--- src/rtl/pfa_addr_gen_if.sv ---
// Output beat bus of the PFA index generator: digits, modular address, frame markers.
// Valid/ready handshake; payload is held stable by the master while valid and not ready.
interface pfa_addr_gen_if #(
  parameter int W = 16
) ();
  logic         out_valid;
  logic         out_ready;
  logic [W-1:0] n1;
  logic [W-1:0] n2;
  logic [W-1:0] n3;
  logic [W-1:0] addr;
  logic         sop;
  logic         eop;

  modport master (
    output out_valid, n1, n2, n3, addr, sop, eop,
    input  out_ready
  );

  modport slave (
    input  out_valid, n1, n2, n3, addr, sop, eop,
    output out_ready
  );
endinterface

--- src/rtl/pfa_addr_gen.sv ---
// Good-Thomas index generator: nested digit counters plus incremental mod-Ntot address, adds only.
// First beat one cycle after start; payload holds while out_ready is low; abort/reset clear it.
module pfa_addr_gen #(
  parameter int W = 16
) (
  input  logic           clk,
  input  logic           rst_n,
  input  logic           i_start,
  input  logic           i_abort,
  input  logic           i_cont,
  input  logic [W-1:0]   i_nf1,
  input  logic [W-1:0]   i_nf2,
  input  logic [W-1:0]   i_nf3,
  input  logic [W-1:0]   i_wt1,
  input  logic [W-1:0]   i_wt2,
  input  logic [W-1:0]   i_wt3,
  input  logic [W-1:0]   i_ntot,
  output logic           o_busy,
  output logic           o_done,
  output logic           o_err,
  pfa_addr_gen_if.master m_out
);

  localparam logic [W-1:0] ONE = W'(1);

  typedef enum logic {S_IDLE, S_RUN} state_t;

  state_t       r_state;
  logic [W-1:0] r_nf1, r_nf2, r_nf3;
  logic [W-1:0] r_wt1, r_wt2, r_wt3;
  logic [W-1:0] r_ntot;
  logic         r_cont;
  logic [W-1:0] r_n1, r_n2, r_n3;
  logic [W-1:0] r_base1, r_base2, r_addr;
  logic         r_valid, r_sop, r_eop;
  logic         r_busy, r_done, r_err;

  logic [W-1:0] w_nf1m1, w_nf2m1, w_nf3m1;
  logic [W-1:0] w_add1, w_add2, w_add3;
  logic [W-1:0] w_n1n, w_n2n, w_n3n;
  logic [W-1:0] w_b1n, w_b2n, w_addrn;
  logic         w_eopn, w_tx, w_legal, w_start_single, w_cfg_single;

  // Operands are always < m, so a single conditional subtract reduces the sum.
  function automatic logic [W-1:0] addmod(input logic [W-1:0] a, input logic [W-1:0] w,
                                          input logic [W-1:0] m);
    logic [W:0] s;
    s = {1'b0, a} + {1'b0, w};
    if (s >= {1'b0, m}) s = s - {1'b0, m};
    return s[W-1:0];
  endfunction

  assign w_nf1m1 = r_nf1 - ONE;
  assign w_nf2m1 = r_nf2 - ONE;
  assign w_nf3m1 = r_nf3 - ONE;

  assign w_add1 = addmod(r_base1, r_wt1, r_ntot);
  assign w_add2 = addmod(r_base2, r_wt2, r_ntot);
  assign w_add3 = addmod(r_addr,  r_wt3, r_ntot);

  assign w_tx    = r_valid & m_out.out_ready;
  assign w_legal = (i_nf1 != '0) && (i_nf2 != '0) && (i_nf3 != '0) && (i_ntot != '0) &&
                   (i_wt1 < i_ntot) && (i_wt2 < i_ntot) && (i_wt3 < i_ntot);
  assign w_start_single = (i_nf1 == ONE) && (i_nf2 == ONE) && (i_nf3 == ONE);
  assign w_cfg_single   = (r_nf1 == ONE) && (r_nf2 == ONE) && (r_nf3 == ONE);

  // Digit carry chain; a level that rolls over reloads the address from the level above.
  always_comb begin
    w_n1n   = r_n1;
    w_n2n   = r_n2;
    w_n3n   = r_n3;
    w_b1n   = r_base1;
    w_b2n   = r_base2;
    w_addrn = r_addr;
    if (r_n3 != w_nf3m1) begin
      w_n3n   = r_n3 + ONE;
      w_addrn = w_add3;
    end else begin
      w_n3n = '0;
      if (r_n2 != w_nf2m1) begin
        w_n2n   = r_n2 + ONE;
        w_b2n   = w_add2;
        w_addrn = w_add2;
      end else begin
        w_n2n   = '0;
        w_n1n   = r_n1 + ONE;
        w_b1n   = w_add1;
        w_b2n   = w_add1;
        w_addrn = w_add1;
      end
    end
    w_eopn = (w_n1n == w_nf1m1) && (w_n2n == w_nf2m1) && (w_n3n == w_nf3m1);
  end

  always_ff @(posedge clk) begin
    if (!rst_n) begin
      r_state <= S_IDLE;
      r_nf1   <= '0;
      r_nf2   <= '0;
      r_nf3   <= '0;
      r_wt1   <= '0;
      r_wt2   <= '0;
      r_wt3   <= '0;
      r_ntot  <= '0;
      r_cont  <= 1'b0;
      r_n1    <= '0;
      r_n2    <= '0;
      r_n3    <= '0;
      r_base1 <= '0;
      r_base2 <= '0;
      r_addr  <= '0;
      r_valid <= 1'b0;
      r_sop   <= 1'b0;
      r_eop   <= 1'b0;
      r_busy  <= 1'b0;
      r_done  <= 1'b0;
      r_err   <= 1'b0;
    end else begin
      r_done <= 1'b0;
      r_err  <= 1'b0;
      if (i_abort) begin
        r_state <= S_IDLE;
        r_busy  <= 1'b0;
        r_valid <= 1'b0;
        r_sop   <= 1'b0;
        r_eop   <= 1'b0;
        r_n1    <= '0;
        r_n2    <= '0;
        r_n3    <= '0;
        r_base1 <= '0;
        r_base2 <= '0;
        r_addr  <= '0;
      end else begin
        case (r_state)
          S_IDLE: begin
            if (i_start) begin
              if (w_legal) begin
                r_state <= S_RUN;
                r_busy  <= 1'b1;
                r_nf1   <= i_nf1;
                r_nf2   <= i_nf2;
                r_nf3   <= i_nf3;
                r_wt1   <= i_wt1;
                r_wt2   <= i_wt2;
                r_wt3   <= i_wt3;
                r_ntot  <= i_ntot;
                r_cont  <= i_cont;
                r_n1    <= '0;
                r_n2    <= '0;
                r_n3    <= '0;
                r_base1 <= '0;
                r_base2 <= '0;
                r_addr  <= '0;
                r_valid <= 1'b1;
                r_sop   <= 1'b1;
                r_eop   <= w_start_single;
              end else begin
                r_err <= 1'b1;
              end
            end
          end
          S_RUN: begin
            if (w_tx) begin
              if (r_eop) begin
                r_n1    <= '0;
                r_n2    <= '0;
                r_n3    <= '0;
                r_base1 <= '0;
                r_base2 <= '0;
                r_addr  <= '0;
                if (r_cont) begin
                  r_sop <= 1'b1;
                  r_eop <= w_cfg_single;
                end else begin
                  r_state <= S_IDLE;
                  r_busy  <= 1'b0;
                  r_valid <= 1'b0;
                  r_sop   <= 1'b0;
                  r_eop   <= 1'b0;
                  r_done  <= 1'b1;
                end
              end else begin
                r_n1    <= w_n1n;
                r_n2    <= w_n2n;
                r_n3    <= w_n3n;
                r_base1 <= w_b1n;
                r_base2 <= w_b2n;
                r_addr  <= w_addrn;
                r_sop   <= 1'b0;
                r_eop   <= w_eopn;
              end
            end
          end
          default: r_state <= S_IDLE;
        endcase
      end
    end
  end

  assign m_out.out_valid = r_valid;
  assign m_out.n1        = r_n1;
  assign m_out.n2        = r_n2;
  assign m_out.n3        = r_n3;
  assign m_out.addr      = r_addr;
  assign m_out.sop       = r_sop;
  assign m_out.eop       = r_eop;
  assign o_busy          = r_busy;
  assign o_done          = r_done;
  assign o_err           = r_err;

endmodule

--- src/flat_wrapper.sv ---
// flat-port wrapper written by rule: the top's interface ports become plain ports
module pfa_addr_gen_flat 
#(
  parameter int W = 16
)
  (clk, rst_n, i_start, i_abort, i_cont, i_nf1, i_nf2, i_nf3, i_wt1, i_wt2, i_wt3, i_ntot, o_busy, o_done, o_err, m_out_out_valid, m_out_n1, m_out_n2, m_out_n3, m_out_addr, m_out_sop, m_out_eop, m_out_out_ready);
  pfa_addr_gen_if #(.W(W)) m_out_i ();
  input  logic clk;
  input  logic rst_n;
  input  logic i_start;
  input  logic i_abort;
  input  logic i_cont;
  input  logic [W-1:0] i_nf1;
  input  logic [W-1:0] i_nf2;
  input  logic [W-1:0] i_nf3;
  input  logic [W-1:0] i_wt1;
  input  logic [W-1:0] i_wt2;
  input  logic [W-1:0] i_wt3;
  input  logic [W-1:0] i_ntot;
  output logic o_busy;
  output logic o_done;
  output logic o_err;
  output wire logic [$bits(m_out_i.out_valid)-1:0] m_out_out_valid;
  output wire logic [$bits(m_out_i.n1)-1:0] m_out_n1;
  output wire logic [$bits(m_out_i.n2)-1:0] m_out_n2;
  output wire logic [$bits(m_out_i.n3)-1:0] m_out_n3;
  output wire logic [$bits(m_out_i.addr)-1:0] m_out_addr;
  output wire logic [$bits(m_out_i.sop)-1:0] m_out_sop;
  output wire logic [$bits(m_out_i.eop)-1:0] m_out_eop;
  input wire logic [$bits(m_out_i.out_ready)-1:0] m_out_out_ready;
  assign m_out_out_valid = m_out_i.out_valid;
  assign m_out_n1 = m_out_i.n1;
  assign m_out_n2 = m_out_i.n2;
  assign m_out_n3 = m_out_i.n3;
  assign m_out_addr = m_out_i.addr;
  assign m_out_sop = m_out_i.sop;
  assign m_out_eop = m_out_i.eop;
  assign m_out_i.out_ready = m_out_out_ready;
  pfa_addr_gen #(.W(W)) u_core (.clk(clk), .rst_n(rst_n), .i_start(i_start), .i_abort(i_abort), .i_cont(i_cont), .i_nf1(i_nf1), .i_nf2(i_nf2), .i_nf3(i_nf3), .i_wt1(i_wt1), .i_wt2(i_wt2), .i_wt3(i_wt3), .i_ntot(i_ntot), .o_busy(o_busy), .o_done(o_done), .o_err(o_err), .m_out(m_out_i));
endmodule
--- config.mk ---
export PLATFORM = sky130hd
export DESIGN_NAME = pfa_addr_gen_flat
export DESIGN_NICKNAME = d
export VERILOG_FILES = /design/src/rtl/pfa_addr_gen_if.sv /design/src/rtl/pfa_addr_gen.sv /design/src/flat_wrapper.sv
export SDC_FILE = /design/constraint.sdc
export NUM_CORES = 1
export LEC_CHECK = 0
export BUFFER_PORTS_ARGS = -buffer_cell sky130_fd_sc_hd__buf_2
export CORE_MARGIN = 1
export CORE_UTILIZATION = 51
export DETAILED_ROUTE_END_ITERATION = 12
export GPL_ROUTABILITY_DRIVEN = 0
export PLACE_DENSITY = 0.71
export REMOVE_ABC_BUFFERS = 1
export SLEW_MARGIN = 20
export SYNTH_ARGS = -nofsm -noshare
export SYNTH_HDL_FRONTEND = slang
export SYNTH_SLANG_ARGS = --single-unit
--- constraint.sdc ---
create_clock -name clk -period 6.6 [get_ports clk]
set_clock_uncertainty 0.1 [all_clocks]
set_input_delay 0.99 -clock clk [delete_from_list [all_inputs] [get_ports clk]]
set_output_delay 0.99 -clock clk [all_outputs]
set_load 0.01 [all_outputs]
### Word level (Yosys, flattened, before mapping)

Cells that the tools add are included.

| word-level totals | value |
|---|---|
| memories kept | 0 |
| RAM bits | 0 |
| bits in latches | 0 |
| output and inout bits | 70 |
| ROM bits | 0 |
| word-level logic and storage cells | 143 |
| input port bits | 118 |
| bits in registers | 215 |

| cells by class | value |
|---|---|
| add/sub/neg operators | 12 |
| shift-type cells | 0 |
| mux-type cells | 56 |
| reduce and logical (&&, ||, !) cells | 24 |
| equality and inequality tests | 18 |
| order comparisons | 6 |
| divide/modulo/power cells | 0 |
| bitwise logic cells | 7 |
| multipliers | 0 |

Operators with widths:

| operator | number |
|---|---|
| two-way mux 16 bit | 27 |
| one-hot mux 16 bit (2 select lines) | 6 |
| equality test 16 x 1 -> 1 bit, second input constant | 6 |
| nonzero test 16 bit | 4 |
| adder 16 x 16 -> 17 bit | 3 |
| greater-or-equal comparator 17 x 16 -> 1 bit | 3 |
| adder 16 x 1 -> 16 bit, second input constant | 3 |
| equality test 16 bit | 3 |
| less-than comparator 16 bit | 3 |
| subtractor 16 x 1 -> 16 bit, second input constant | 3 |
| subtractor 16 bit | 3 |
| != test 16 bit | 2 |
| two-way mux 1 bit | 19 |
| logical AND 1 bit | 12 |
| AND reduction 5 bit | 2 |
| != test 2 bit, second input constant | 4 |
| one-hot mux 1 bit (2 select lines) | 4 |
| AND reduction 4 bit | 2 |
| != test 3 bit, second input constant | 2 |
| inverter 1 bit | 6 |
| OR reduction 5 bit | 1 |
| OR reduction 4 bit | 1 |
| AND reduction 3 bit | 1 |
| != test 2 x 1 -> 1 bit, second input constant | 1 |
| other kinds (2) | 2 |

### Longest topological paths before layout

| depth | value |
|---|---|
| depth in word-level cells | 10 |
| gate-level depth with buffers | 24 |
| depth with buffers taken out | 22 |

### Worst setup path before layout

OpenSTA, ideal clock, no wires.

| timing | value |
|---|---|
| path kind | flip-flop to flip-flop |
| from | register u_core.r_addr[0], in the netlist u_core.m_out.addr[0] |
| to | register u_core.r_addr[13], in the netlist u_core.m_out.addr[13] |
| arrival time | 4.413 ns |
| path buffers | 2 |
| setup time | 0.133 ns |
| setup slack | 1.954 ns |
| data required time | 6.367 ns |
| cell stages (with the launch flop) | 22 |
| cells stage by stage | dfxtp_1 > ha_1 > inv_1 > fa_1 > nor2b_1 > o21ai_0 > a21boi_0 > o21ai_0 > o21ai_0 > nor2_1 > xnor2_1 > ha_1 > nand4_1 > or3_1 > a31oi_1 > and2_1 > or3_1 > clkbuf_1 > clkbuf_1 > mux2_2 > nand2_1 > a31oi_1 |

| on the way | value |
|---|---|
| longest elaborated chain between the ends | 7 |
| elaborated cells on any way between the ends | 8 |
| classes of those cells | add/sub (2); order compare (1); mux (5) |

RTL lines:

| item | RTL line | source |
|---|---|---|
| from (decl) | pfa_addr_gen.sv:34 | `logic [W-1:0] r_base1, r_base2, r_addr;` |
| from (signal assigned) | pfa_addr_gen.sv:188 | `r_addr <= w_addrn;` |
| adder 16 x 16 -> 17 bit (*) | pfa_addr_gen.sv:48 | `s = {1'b0, a} + {1'b0, w};` |
| subtractor 16 bit / greater-or-equal comparator 17 x 16 -> 1 bit (equally long branches) | pfa_addr_gen.sv:49 | `if (s >= {1'b0, m}) s = s - {1'b0, m};` |
| two-way mux 16 bit (*) | pfa_addr_gen.sv:49 |  |
| two-way mux 16 bit (*) | pfa_addr_gen.sv:75 | `if (r_n3 != w_nf3m1) begin` |
| two-way mux 16 bit (*) | pfa_addr_gen.sv:164 | `if (r_eop) begin` |
| two-way mux 16 bit (*) | pfa_addr_gen.sv:163 | `if (w_tx) begin` |
| one-hot mux 16 bit (2 select lines) (*) | pfa_addr_gen.sv:134 | `case (r_state)` |

Mark *: on every way between the ends. The rest lies on a longest branch, timed or not. The select of a mux whose other input is x is not followed.
A chain may end at the register's enable or synchronous reset.

### Worst setup path in the final report

| timing | value |
|---|---|
| from | register u_core.r_base1[0] |
| to | register u_core.r_addr[8], in the netlist u_core.m_out.addr[8] |

| on the way | value |
|---|---|
| longest elaborated chain between the ends | 8 |
| elaborated cells on any way between the ends | 9 |
| classes of those cells | add/sub (2); order compare (1); mux (6) |

RTL lines:

| item | RTL line | source |
|---|---|---|
| from (decl) | pfa_addr_gen.sv:34 |  |
| from (signal assigned) | pfa_addr_gen.sv:186 | `r_base1 <= w_b1n;` |
| adder 16 x 16 -> 17 bit (*) | pfa_addr_gen.sv:48 |  |
| subtractor 16 bit / greater-or-equal comparator 17 x 16 -> 1 bit (equally long branches) | pfa_addr_gen.sv:49 |  |
| two-way mux 16 bit (*) | pfa_addr_gen.sv:49 |  |
| two-way mux 16 bit (*) | pfa_addr_gen.sv:80 | `if (r_n2 != w_nf2m1) begin` |
| two-way mux 16 bit (*) | pfa_addr_gen.sv:75 |  |
| two-way mux 16 bit (*) | pfa_addr_gen.sv:164 |  |
| two-way mux 16 bit (*) | pfa_addr_gen.sv:163 |  |
| one-hot mux 16 bit (2 select lines) (*) | pfa_addr_gen.sv:134 |  |

Marked as above.

==> reports/metrics.cfg <==
[clock_network]
clockBufferDepth = 3
clk_latency_ns = 0.55
cts_resized = 0
clock_sinks = 215
cts-buffers-inserted = 25
post_cts_buffers = 0
holdBufCountCts = 0
cts_max_level = 1
cts_tree = done
clk_pin_slew_ns = 0.06
cts_root_buf = clkbuf_16

[yosys]
netlist_instances = 2341
synth_top_area_frac = 0.240
syn-cell-area_um2 = 17900
synth_cell_type_count = 90
synth-seq-cells = 215
syn_area_per_cell_um2 = 7.65
synth_ff_type = dfxtp_1
seq_area_frac_synth = 0.240
synth_edf_count = 0
yosys_warnings = 0
synth_top_cell_by_area = dfxtp_1
synth_area_leaders = dfxtp_1, ha_1, nand2_1
synthArstFlopShare = 0

[grt]
grt_pass1_wl_um = 92500
antenna_found_initial = 0
grt_max_degree = 84
track_usage = 0.325
grt_pass1_vias = 16607
overflow = 0

[worst_setup_path]
cpPeakStageDelay_ns = 0.66
critPathKind = reg -> reg
ff2ff_setup_slack_ns = 0.83
critPathMaxFanout = 21
critical_path.cell_chain = ha_1 -> inv_1 -> fa_1 -> nor2b_1 -> o21a_1 -> o21ai_0 -> a211oi_1 -> o31a_1 -> xor2_1 -> ha_1 -> nand2_1 -> nand2_1 -> a21o_1 -> a21oi_1 -> inv_1 -> o311ai_0 -> nand2b_1 -> mux2_2 -> nor2_1 -> a211o_1 -> a21oi_1
worstSetupEndpoint = u_core.m_out.addr[8]
crit_required_ns = 6.96
reg2reg_to = u_core.m_out.addr[8]
end_kind = register
worstPathArrival_ns = 6.14
crit_buf_inv = 2
rr_worst_depth = 21
start_kind = register
crit_cells = 21
crit_family = compound AO/OA/AOI/OAI gates
r2r-start = u_core.r_base1[0]
startpoint = u_core.r_base1[0]
cpMaxStageDelayCell = nand2b_1

[drt]
wl_um = 60200
drcViolationCount = 0
drt_pass1_iterations = 7
wl_per_cell_um = 20.6
vias_per_cell = 6.28
ant_nets = 0
drtIter0Drc = 2204
num_vias = 18347

[finish]
n_antenna_cell = 0
areaGrowthSynthToFinish_pct = 11.4
seq_area_um2 = 4300
fillCellCount = 3284
post_route_cells_drive_above_1_share = 0.124
final_util = 0.578
final_nets = 2726
multi_input_area_um2 = 12700
instances_no_fill = 2923
final_cell_area_um2 = 20000

[floorplanning]
die_h_um = 189
core-area_um2 = 34500
chipWidth_um = 189
die_area_um2 = 35900
num_rows = 68
start_util = 0.519
pin_count = 188

[timing]
timing.setup.tns_ns = 0
finalHoldViolations = 0
relSlewSlack = 0.223
holdWs_ns = 0.364
tightest_slew_ns = 1.16
min_period_ns = 5.77
rsz0062_at_grt = no
setup_viol = 0
max_freq_mhz = 173
slew_violations = 0
fin_crit_sh = 0.875

[placed_design]
placed_cell_area_um2 = 19100
dp_hpwl_um = 46300
placed_cells = 2880
io_buffers = 187

[run]
maxCapViolations = 0

[outcome]
status = complete, no violations

[worst_hold_path]
min_path_type = reg -> reg

[power_and_ir_drop]
leakage_uw = 0.00802
power.density_nw_per_um2 = 197
ir_worst_vdd_mv = 0.180

[cells in the mapped netlist (8+ instances only)]
master,n
nor4_1,44
o21ai_0,84
o211ai_1,15
o2111ai_1,8
xnor2_1,125
nor2_1,155
and3_1,23
o31ai_1,11
nand2b_1,24
inv_1,100
buf_2,21
nor2b_1,22
mux2i_1,16
a31oi_1,25
xor2_1,57
ha_1,150
a21boi_0,122
a21oi_1,137
nand2_1,382
or2_2,8
or3_1,29
clkbuf_1,96
a21o_1,33
nand3_1,56
and2_1,13
o21bai_1,9
dfxtp_1,215
xnor3_1,8
mux2_2,22
a221oi_1,11
or4_1,15
nor3_1,66
a211oi_1,20
nand4_1,44
o21a_1,12
a22oi_1,26
[placed cells by master (no fill, tap or decap), types with 57 or more instances in the layout]
master,instances
a21boi_0,122
a21oi_1,137
nor2_1,154
xnor2_1,125
buf_2,187
nor3_1,66
o21ai_0,84
xor2_1,57
dfxtp_1,215
ha_1,150
nand2_1,382
inv_1,100
[worst reg2reg max path, stage by stage, from the launching register on]
cell	delay, ns
dfxtp_1	0.37
ha_1	0.21
inv_1	0.07
fa_1	0.47
nor2b_1	0.13
o21a_1	0.14
o21ai_0	0.18
a211oi_1	0.42
o31a_1	0.29
xor2_1	0.21
ha_1	0.33
nand2_1	0.12
nand2_1	0.06
a21o_1	0.16
a21oi_1	0.26
inv_1	0.06
o311ai_0	0.49
nand2b_1	0.66
mux2_2	0.47
nor2_1	0.05
a211o_1	0.32
a21oi_1	0.13
[logic make-up (layout without fill, tap and decap cells)]
logic type / count (synthesis) / in the layout / share of synthesized area
simple gates: 929 / 929 / 0.253
compound gates: 589 / 589 / 0.223
buf+inv: 223 / 350 / 0.0494
flops: 215 / 215 / 0.240
xor+xnor: 191 / 191 / 0.100
fa+ha+maj: 156 / 156 / 0.111
mux: 38 / 38 / 0.0228
[per-layer routing]
layer | up-vias | global-route usage | wire (um)
met2 | 944 | 0.490 | 25300
met4 | 0 | 0.0859 | 1470
met3 | 109 | 0.0538 | 6070
li1 | 8636 | - | -
met5 | - | 0 | 0
met1 | 8658 | 0.474 | 27400
[worst min path at each step]
stage,start,end,depth (start not counted)
3_5_place_dp,u_core.r_base1[9],u_core.r_base1[9],2
2_1_floorplan,u_core.r_base1[14],u_core.r_base1[14],2
3_3_place_gp,u_core.r_base2[0],u_core.r_base2[0],2
4_1_cts,u_core.r_base1[9],u_core.r_base1[9],2
6_report,u_core.r_base2[0],u_core.r_base2[0],2
5_1_grt,u_core.r_base1[9],u_core.r_base1[9],2
[report_power, final]
| group | total, uW | internal (uW) | switching, uW |
|---|---|---|---|
| registers | 1350 | 1320 | 27.9 |
| clock network | 1490 | 902 | 585 |
| logic | 1090 | 443 | 648 |
[registers in the layout, summed over array words and instances (netlist names)]
register	count
u_core.r_ntot	16
u_core.r_nf3	16
u_core.r_wt1	16
u_core.r_nf1	16
u_core.r_state	1
u_core.r_nf2	16
u_core.m_out.n1	16
u_core.m_out.addr	16
u_core.m_out.eop	1
u_core.r_cont	1
u_core.r_base2	16
u_core.r_wt2	16
u_core.o_err	1
u_core.m_out.out_valid	1
u_core.m_out.sop	1
u_core.m_out.n2	16
u_core.m_out.n3	16
u_core.r_wt3	16
u_core.r_base1	16
u_core.o_done	1
[cell type report]
class / instances / share of cell area
Inverter: 100 / 0.0188
Sequential cell: 215 / 0.216
Tap cell: 455 / 0.0285
Multi-Input combinational cell: 1903 / 0.639
Timing Repair Buffer: 207 / 0.0550
Clock buffer: 34 / 0.0355
Clock inverter: 9 / 0.00752
[stage by stage]
step	power [uW]	setup WS (ns)
final	3930	0.826
after detailed placement	2430	1.03
after global routing	4070	0.404
after global placement	2400	1.07
after CTS	3910	0.988
after floorplan	2110	0.162
Power figures use the tool's default switching activity.
